**config.mk**
```make
export PLATFORM = sky130hd
export DESIGN_NAME = mux_5_1_scanner
export DESIGN_NICKNAME = d
export VERILOG_FILES = /design/src/rtl/mux_5_1_scanner.sv
export SDC_FILE = /design/constraint.sdc
export NUM_CORES = 1
export LEC_CHECK = 0
export BUFFER_PORTS_ARGS = -buffer_cell sky130_fd_sc_hd__buf_2
export CAP_MARGIN = 40
export CORE_MARGIN = 8
export CORE_UTILIZATION = 59
export CTS_CLUSTER_SIZE = 20
export DETAILED_ROUTE_END_ITERATION = 8
export GPL_TIMING_DRIVEN = 0
export PLACE_DENSITY = 0.89
export SETUP_SLACK_MARGIN = 0.1
export SLEW_MARGIN = 30
export SYNTH_ARGS = -nofsm -noshare
export SYNTH_HDL_FRONTEND = slang
export SYNTH_SLANG_ARGS = --single-unit
```
**constraint.sdc**
```tcl
create_clock -name clk -period 4.7 [get_ports clk]
set_clock_uncertainty 0.1 [all_clocks]
set_input_delay 0.47 -clock clk [delete_from_list [all_inputs] [get_ports clk]]
set_output_delay 0.47 -clock clk [all_outputs]
set_load 0.1 [all_outputs]
```
**src/rtl/mux_5_1_scanner.sv**
```systemverilog
// mux_5_1_scanner: steps a 5:1 mux select over masked channels and publishes a sampled 5-bit snapshot
module mux_5_1_scanner #(
    parameter int SETTLE_CYCLES = 1
) (
    input  logic       clk,
    input  logic       rst_n,
    input  logic       start,
    input  logic [4:0] en_mask,
    output logic [2:0] sel,
    input  logic       mux_y,
    output logic       busy,
    output logic [4:0] snap,
    output logic       snap_valid,
    input  logic       snap_ready
);
    typedef enum logic [1:0] {IDLE, SETTLE, PUBLISH} state_t;
    localparam logic [3:0] LP_SETTLE = 4'(SETTLE_CYCLES);
    state_t     r_state, w_state_nxt;
    logic [4:0] r_mask, r_acc, r_snap, w_mask_nxt, w_acc_nxt, w_snap_nxt;
    logic [3:0] r_cnt, w_cnt_nxt;
    logic [2:0] r_sel, w_sel_nxt, w_first, w_next;
    logic       r_valid, w_valid_nxt, w_has_next, w_load;

    // r_sel doubles as the current channel while scanning; descending loop leaves the lowest candidate
    always_comb begin
        w_first    = 3'd0;
        w_next     = 3'd0;
        w_has_next = 1'b0;
        for (int k = 4; k >= 0; k--) begin
            if (en_mask[k]) w_first = 3'(k);
            if (r_mask[k] && 3'(k) > r_sel) begin
                w_next     = 3'(k);
                w_has_next = 1'b1;
            end
        end
    end

    always_comb begin
        w_state_nxt = r_state;
        w_sel_nxt   = r_sel;
        w_mask_nxt  = r_mask;
        w_acc_nxt   = r_acc;
        w_cnt_nxt   = r_cnt;
        w_load      = 1'b0;
        case (r_state)
            IDLE: if (start && |en_mask) begin
                w_state_nxt = SETTLE;
                w_mask_nxt  = en_mask;
                w_acc_nxt   = 5'd0;
                w_sel_nxt   = w_first;
                w_cnt_nxt   = LP_SETTLE;
            end
            SETTLE: begin
                w_cnt_nxt = r_cnt - 4'd1;
                if (r_cnt == 4'd1) begin
                    w_acc_nxt[r_sel] = mux_y;
                    w_cnt_nxt        = LP_SETTLE;
                    w_sel_nxt        = w_has_next ? w_next : 3'd7;
                    w_state_nxt      = w_has_next ? SETTLE : PUBLISH;
                end
            end
            PUBLISH: if (!r_valid || snap_ready) begin
                w_load      = 1'b1;
                w_state_nxt = IDLE;
            end
            default: w_state_nxt = IDLE;
        endcase
        w_snap_nxt  = w_load ? r_acc : r_snap;
        w_valid_nxt = w_load | (r_valid & ~snap_ready);
    end

    always_ff @(posedge clk or negedge rst_n) begin
        if (!rst_n) begin
            r_state <= IDLE;
            r_sel   <= 3'd7;
            r_mask  <= 5'd0;
            r_acc   <= 5'd0;
            r_cnt   <= 4'd0;
            r_snap  <= 5'd0;
            r_valid <= 1'b0;
        end else begin
            r_state <= w_state_nxt;
            r_sel   <= w_sel_nxt;
            r_mask  <= w_mask_nxt;
            r_acc   <= w_acc_nxt;
            r_cnt   <= w_cnt_nxt;
            r_snap  <= w_snap_nxt;
            r_valid <= w_valid_nxt;
        end
    end

    assign sel        = r_sel;
    assign busy       = r_state != IDLE;
    assign snap       = r_snap;
    assign snap_valid = r_valid;
endmodule

```
==> After elaboration in Yosys (flattened, before gate mapping) <==
Index checks and enable logic that the tools add are counted.
{ "totals": {"reg_bits": 25, "out_inout_bits": 10, "elab_cells": 76} }
{ "classes": {"bitwise": 3, "n_lt_le_gt_ge": 7, "n_mux": 35, "n_reduce_logical": 17, "addsub": 1, "eq_ne": 6} }
{ "ops": {"columns": ["op", "n"], "rows": [
  ["$mux W3", 13],
  ["$mux W5", 2],
  ["$pmux W5 S2", 1],
  ["$mux W1", 8],
  ["$mux W2", 4],
  ["$mux W4", 2],
  ["$pmux W4 S2", 1],
  ["$logic_and A1 B1 Y1", 7],
  ["$gt A1 B3 Y1 const A", 2],
  ["$gt A2 B3 Y1 const A", 2],
  ["$ne A2 B2 Y1 const B", 3],
  ["$pmux W2 S3", 1],
  ["$pmux W3 S2", 1],
  ["$reduce_and A3 Y1", 2],
  ["$bwmux W5", 1],
  ["$reduce_or A5 Y1", 1],
  ["$eq A4 B1 Y1 const B", 1],
  ["$lt A3 B4 Y1 const B", 1],
  ["$reduce_and A2 Y1", 2],
  ["$reduce_bool A2 Y1", 2],
  ["$sub A4 B1 Y4 const B", 1],
  ["$demux W1 S3", 1],
  ["$ge A3 B1 Y1 const B", 1],
  ["$gt A3 B3 Y1 const A", 1],
  ["8 further kinds", 8]
]} }

==> Logic depth before layout (Yosys ltp) <==
{ "logic_depth": {"word_depth": 10, "ltp_mapped": 7} }

==> Least setup slack after synthesis <==
Ideal clock, no wire load.
{ "synth_timing": {"path_kind": "register -> register", "from": "register r_sel[1] (netlist: sel[1])", "to": "register r_sel[0] (netlist: sel[0])", "t_required_ns": 4.518, "synth_period_minus_slack_ns": 1.999, "arrival_time_ns": 1.817, "path_stages_with_launch": 6, "slack_ns": 2.701, "path_cell_list": "dfstp_2 > buf_2 > nor3_2 > a21oi_1 > a32oi_1 > mux2_4"} }
{ "synth_via": {"elab_chain_len": 10, "elab_cells_between_ends": 22, "cone_classes": "order compare: 5; mux: 12; reduce/logical: 5"} }
{ "synth_rtl": {"columns": ["element", "line", "source"], "rows": [
  ["start: declaration", "21", "logic [2:0] r_sel, w_sel_nxt, w_first, w_next;"],
  ["start signal: assignment", "83", "r_sel <= w_sel_nxt;"],
  ["$gt A3 B3 Y1", "31", "if (r_mask[k] && 3'(k) > r_sel) begin"],
  ["$logic_and A1 B1 Y1", "31", null],
  ["$mux W1 (5 in series)", "31", null],
  ["$mux W3 *", "58", "w_sel_nxt = w_has_next ? w_next : 3'd7;"],
  ["$mux W3 *", "55", "if (r_cnt == 4'd1) begin"],
  ["$pmux W3 S2 *", "45", "case (r_state)"]
]} }
Every way passes the cells marked *; elsewhere a longest branch is shown, timed or not. The select of a mux whose other input is x is not followed.
A chain may end at the register's enable or synchronous reset.

==> Final worst setup path <==
{ "layout_timing": {"from": "register r_cnt[1]", "to": "register r_acc[3]"} }
{ "layout_via": {"elab_chain_len": 3} }
{ "layout_rtl": {"columns": ["element", "line", "source"], "rows": [
  ["start: declaration", "20", "logic [3:0] r_cnt, w_cnt_nxt;"],
  ["start signal: assignment", "86", "r_cnt <= w_cnt_nxt;"],
  ["$eq A4 B1 Y1", "55", null],
  ["$ne A2 B2 Y1 (no source line)", null, null],
  ["$reduce_and A3 Y1 (no source line)", null, null],
  ["end signal: assignment", "85", "r_acc <= w_acc_nxt;"],
  ["end: declaration", "19", "logic [4:0] r_mask, r_acc, r_snap, w_mask_nxt, w_acc_nxt, w_snap_nxt;"]
]} }
Every way passes these cells.

==> results.tsv <==
stage	metric	value	unit
worst_hold_path	min-delay worst type	in2async	
setup_path	CP cell instances	inv_1 > ha_1 > nor3b_1 > nor2_1 > o31ai_1 > o21ai_1	
grt	GRT Resource Usage Total	13.6	%
timing	final setup fails	0	
place	DP Area	0.00140	mm²
grt	largest net degree at the start of global routing	25	
job	Max Cap Violations	0	
setup_path	critical path peak fanout	7	
logic_synthesis	Netlist Area Pre-Place	0.00127	mm²
setup_path	flop2flop setup slack	2.77	ns
setup_path	critical path arrival	2.02	ns
place	GPL Wtd Cong	0.902	
routing	Initial DRT Pass Iterations	4	
routing	vias	1046	
logic_synthesis	Mapped Nets	133	
die	core area	0.00200	mm²
grt	first-pass GRT wire length	4530	µm
timing	Slew Limit Headroom	62.0	%
cts	hold buffers post-CTS	0	
routing	Vias/cell	6.12	
timing	endpoints failing hold	0	
outcome	run status	finished, final reports clean	
setup_path	Worst EP required	4.79	ns
die	Top Ports	20	
setup_path	Crit Path Class	reg2reg	
layout	Ant. Diodes	0	
routing	drt initial violations	34	
setup_path	Setup crit end kind	flop	
timing	RSZ-0062 raised after global routing	false	
cts	Resize count post-CTS	0	
place	PortBufs	19	
cts	post-CTS setup buffer count	0	
timing	fin crit share	41.0	%
logic_synthesis	register area share after synthesis	47.6	%
layout	register area	604	µm²
grt	GRT Residual Overflow	0	
grt	number of global-route vias before repair	1081	
timing	post-route setup TNS	0	ns
layout	Fillers	146	
cts	clk buf depth	2	
logic_synthesis	Netlist cell types	42	
setup_path	CP Launch Type	flop	
routing	wirelength, routed	2630	µm
logic_synthesis	Avg Inst Size Synth	10.5	µm²
timing	Slew Limit Fails	0	
cts	CTS Root Cell	clkbuf_4	
setup_path	slowest CP cell	dfrtp_1	
place	hpwl dp	2040	µm
die	die area	0.00389	mm²
cts	TritonCTS clock tree	done	
timing	Fmax	0.518	GHz
layout	share of cells above drive strength 1	29.9	%
setup_path	worst stage delay on the critical path	0.43	ns
routing	DR DRC count	0	
grt	initial antenna violation count	0	
timing	crit path time final	1.93	ns
cts	Sink Count	24	
layout	post-layout instance area	0.00142	mm²
logic_synthesis	Ys Warns	0	
logic_synthesis	Synth Register Bits	24	
routing	DR WL/cell	15.4	µm
logic_synthesis	Mapped Cells	121	
die	initial core utilization	63.4	%
timing	Worst-Margin Slew	0.568	ns
layout	final net count	157	
layout	Area Overhead vs Synth	12.2	%
layout	multi-input logic area	617	µm²
cts	cts bufs inserted	3	
cts	Clk pin slew, worst setup/hold paths	0.13	ns
die	row cnt	16	
die	height of the die	62.4	µm
cts	worst skew pair latency	0.30	ns
die	Chip Width	62.4	µm
place	pre-CTS WS	2.82	ns
cts	H-tree levels	1	
timing	Final WS setup	2.77	ns
routing	post-route antenna net violation count	0	
## layout by cell type (no fill, tap or decap), types with 2 or more instances in the layout
cell,netlist,final
dfrtp_1,21,21
clkbuf_1,2,3
o31ai_1,5,5
o21ai_1,3,3
nand2b_1,5,5
inv_1,5,5
nor2b_1,2,2
o21ai_0,4,4
nand4b_1,2,2
nor3b_1,2,2
ha_1,2,2
nor2_1,9,9
mux2_2,9,9
clkbuf_4,0,3
nand2_1,13,13
dfstp_2,3,3
o21bai_1,3,3
buf_2,2,21
mux2_4,2,2
a21oi_1,4,4
## sequential cells by signal, indices dropped and copies added, names as in the netlist
register and count:
snap 5, r_acc 5, r_state 2, r_cnt 4, sel 3, r_mask 4, snap_valid 1
## layout make-up
| class | count | area share (%) |
|---|---|---|
| flip-flops and latches | 24 | 42.4 |
| repair buffers | 19 | 6.68 |
| multi-input cells | 87 | 43.3 |
| well taps | 27 | 2.37 |
| plain buffers | 5 | 2.02 |
| inverters | 5 | 1.32 |
| clock buffers | 4 | 1.85 |
## cells in the mapped netlist
master	number	area, µm²
dfrtp_1	21	526
nand2_1	13	48.8
mux2_2	9	101
nor2_1	9	33.8
inv_1	5	18.8
nand2b_1	5	31.3
o31ai_1	5	37.5
a21oi_1	4	20.0
o21ai_0	4	20.0
dfstp_2	3	78.8
o21ai_1	3	15.0
o21bai_1	3	22.5
buf_2	2	10.0
clkbuf_1	2	7.51
ha_1	2	25.0
mux2_4	2	30.0
nand4b_1	2	17.5
nor2b_1	2	12.5
nor3b_1	2	15.0
a211oi_1	1	7.51
a211oi_2	1	12.5
a21o_1	1	7.51
a311o_1	1	10.0
a31oi_1	1	6.26
a32oi_1	1	8.76
buf_6	1	11.3
mux2i_1	1	10.0
nand2b_4	1	13.8
nand3_1	1	5.00
nand3b_1	1	7.51
nand4_1	1	6.26
nor3_2	1	10.0
nor4_1	1	6.26
o211ai_1	1	7.51
o21a_1	1	7.51
o22a_1	1	8.76
o22ai_1	1	6.26
o2bb2ai_1	1	8.76
o31a_1	1	8.76
o31ai_2	1	12.5
o41ai_1	1	8.76
or2_0	1	6.26
## final timing paths
| kind | start | to | cells after the start |
|---|---|---|---|
| hold reg to reg | snap[3] | snap[3] | 1 |
| setup / recovery | r_cnt[1] | r_acc[3] | 6 |
| setup reg to reg | r_cnt[1] | r_acc[3] | 6 |
| max in group asynchronous | rst_n | sel[2] | 1 |
| min in group clk | en_mask[1] | r_mask[1] | 2 |
| hold / removal | rst_n | snap[2] | 1 |
## per-layer routing
layer	routed length, µm	vias up	GRT usage (%)
met2	1310	46	23.2
met4	25	0	6.27
li1	-	483	-
met1	1080	513	15.2
met5	0	-	0
met3	211	4	4.30
## logic make-up after synthesis
group / synth area share (%)
flip-flops: 47.6
multiplexers: 11.1
buffers and inverters: 3.75
AND/OR/NAND/NOR: 16.9
AO/OA/AOI/OAI: 18.6
adder cells (fa/ha/maj): 1.97
## critical path, delay by kind of cell (launching register included)
kind	cells	cell delay, ns
flip-flops	1	0.43
AO/OA/AOI/OAI	2	0.48
buffers and inverters	1	0.09
AND/OR/NAND/NOR	2	0.57
adder cells (fa/ha/maj)	1	0.14
## stage by stage
step	std cells	hold WS (ns)	utilization [%]
floorplan	121	0.0744	-
global placement	167	0.367	69.8
detailed placement	167	0.374	69.8
CTS	171	0.0315	71.1
global route	171	0.0544	71.1
finish	171	0.0178	71.1
Power is not shown: default switching activity piles up to over one toggle a cycle in this logic, so the estimate is an artifact.
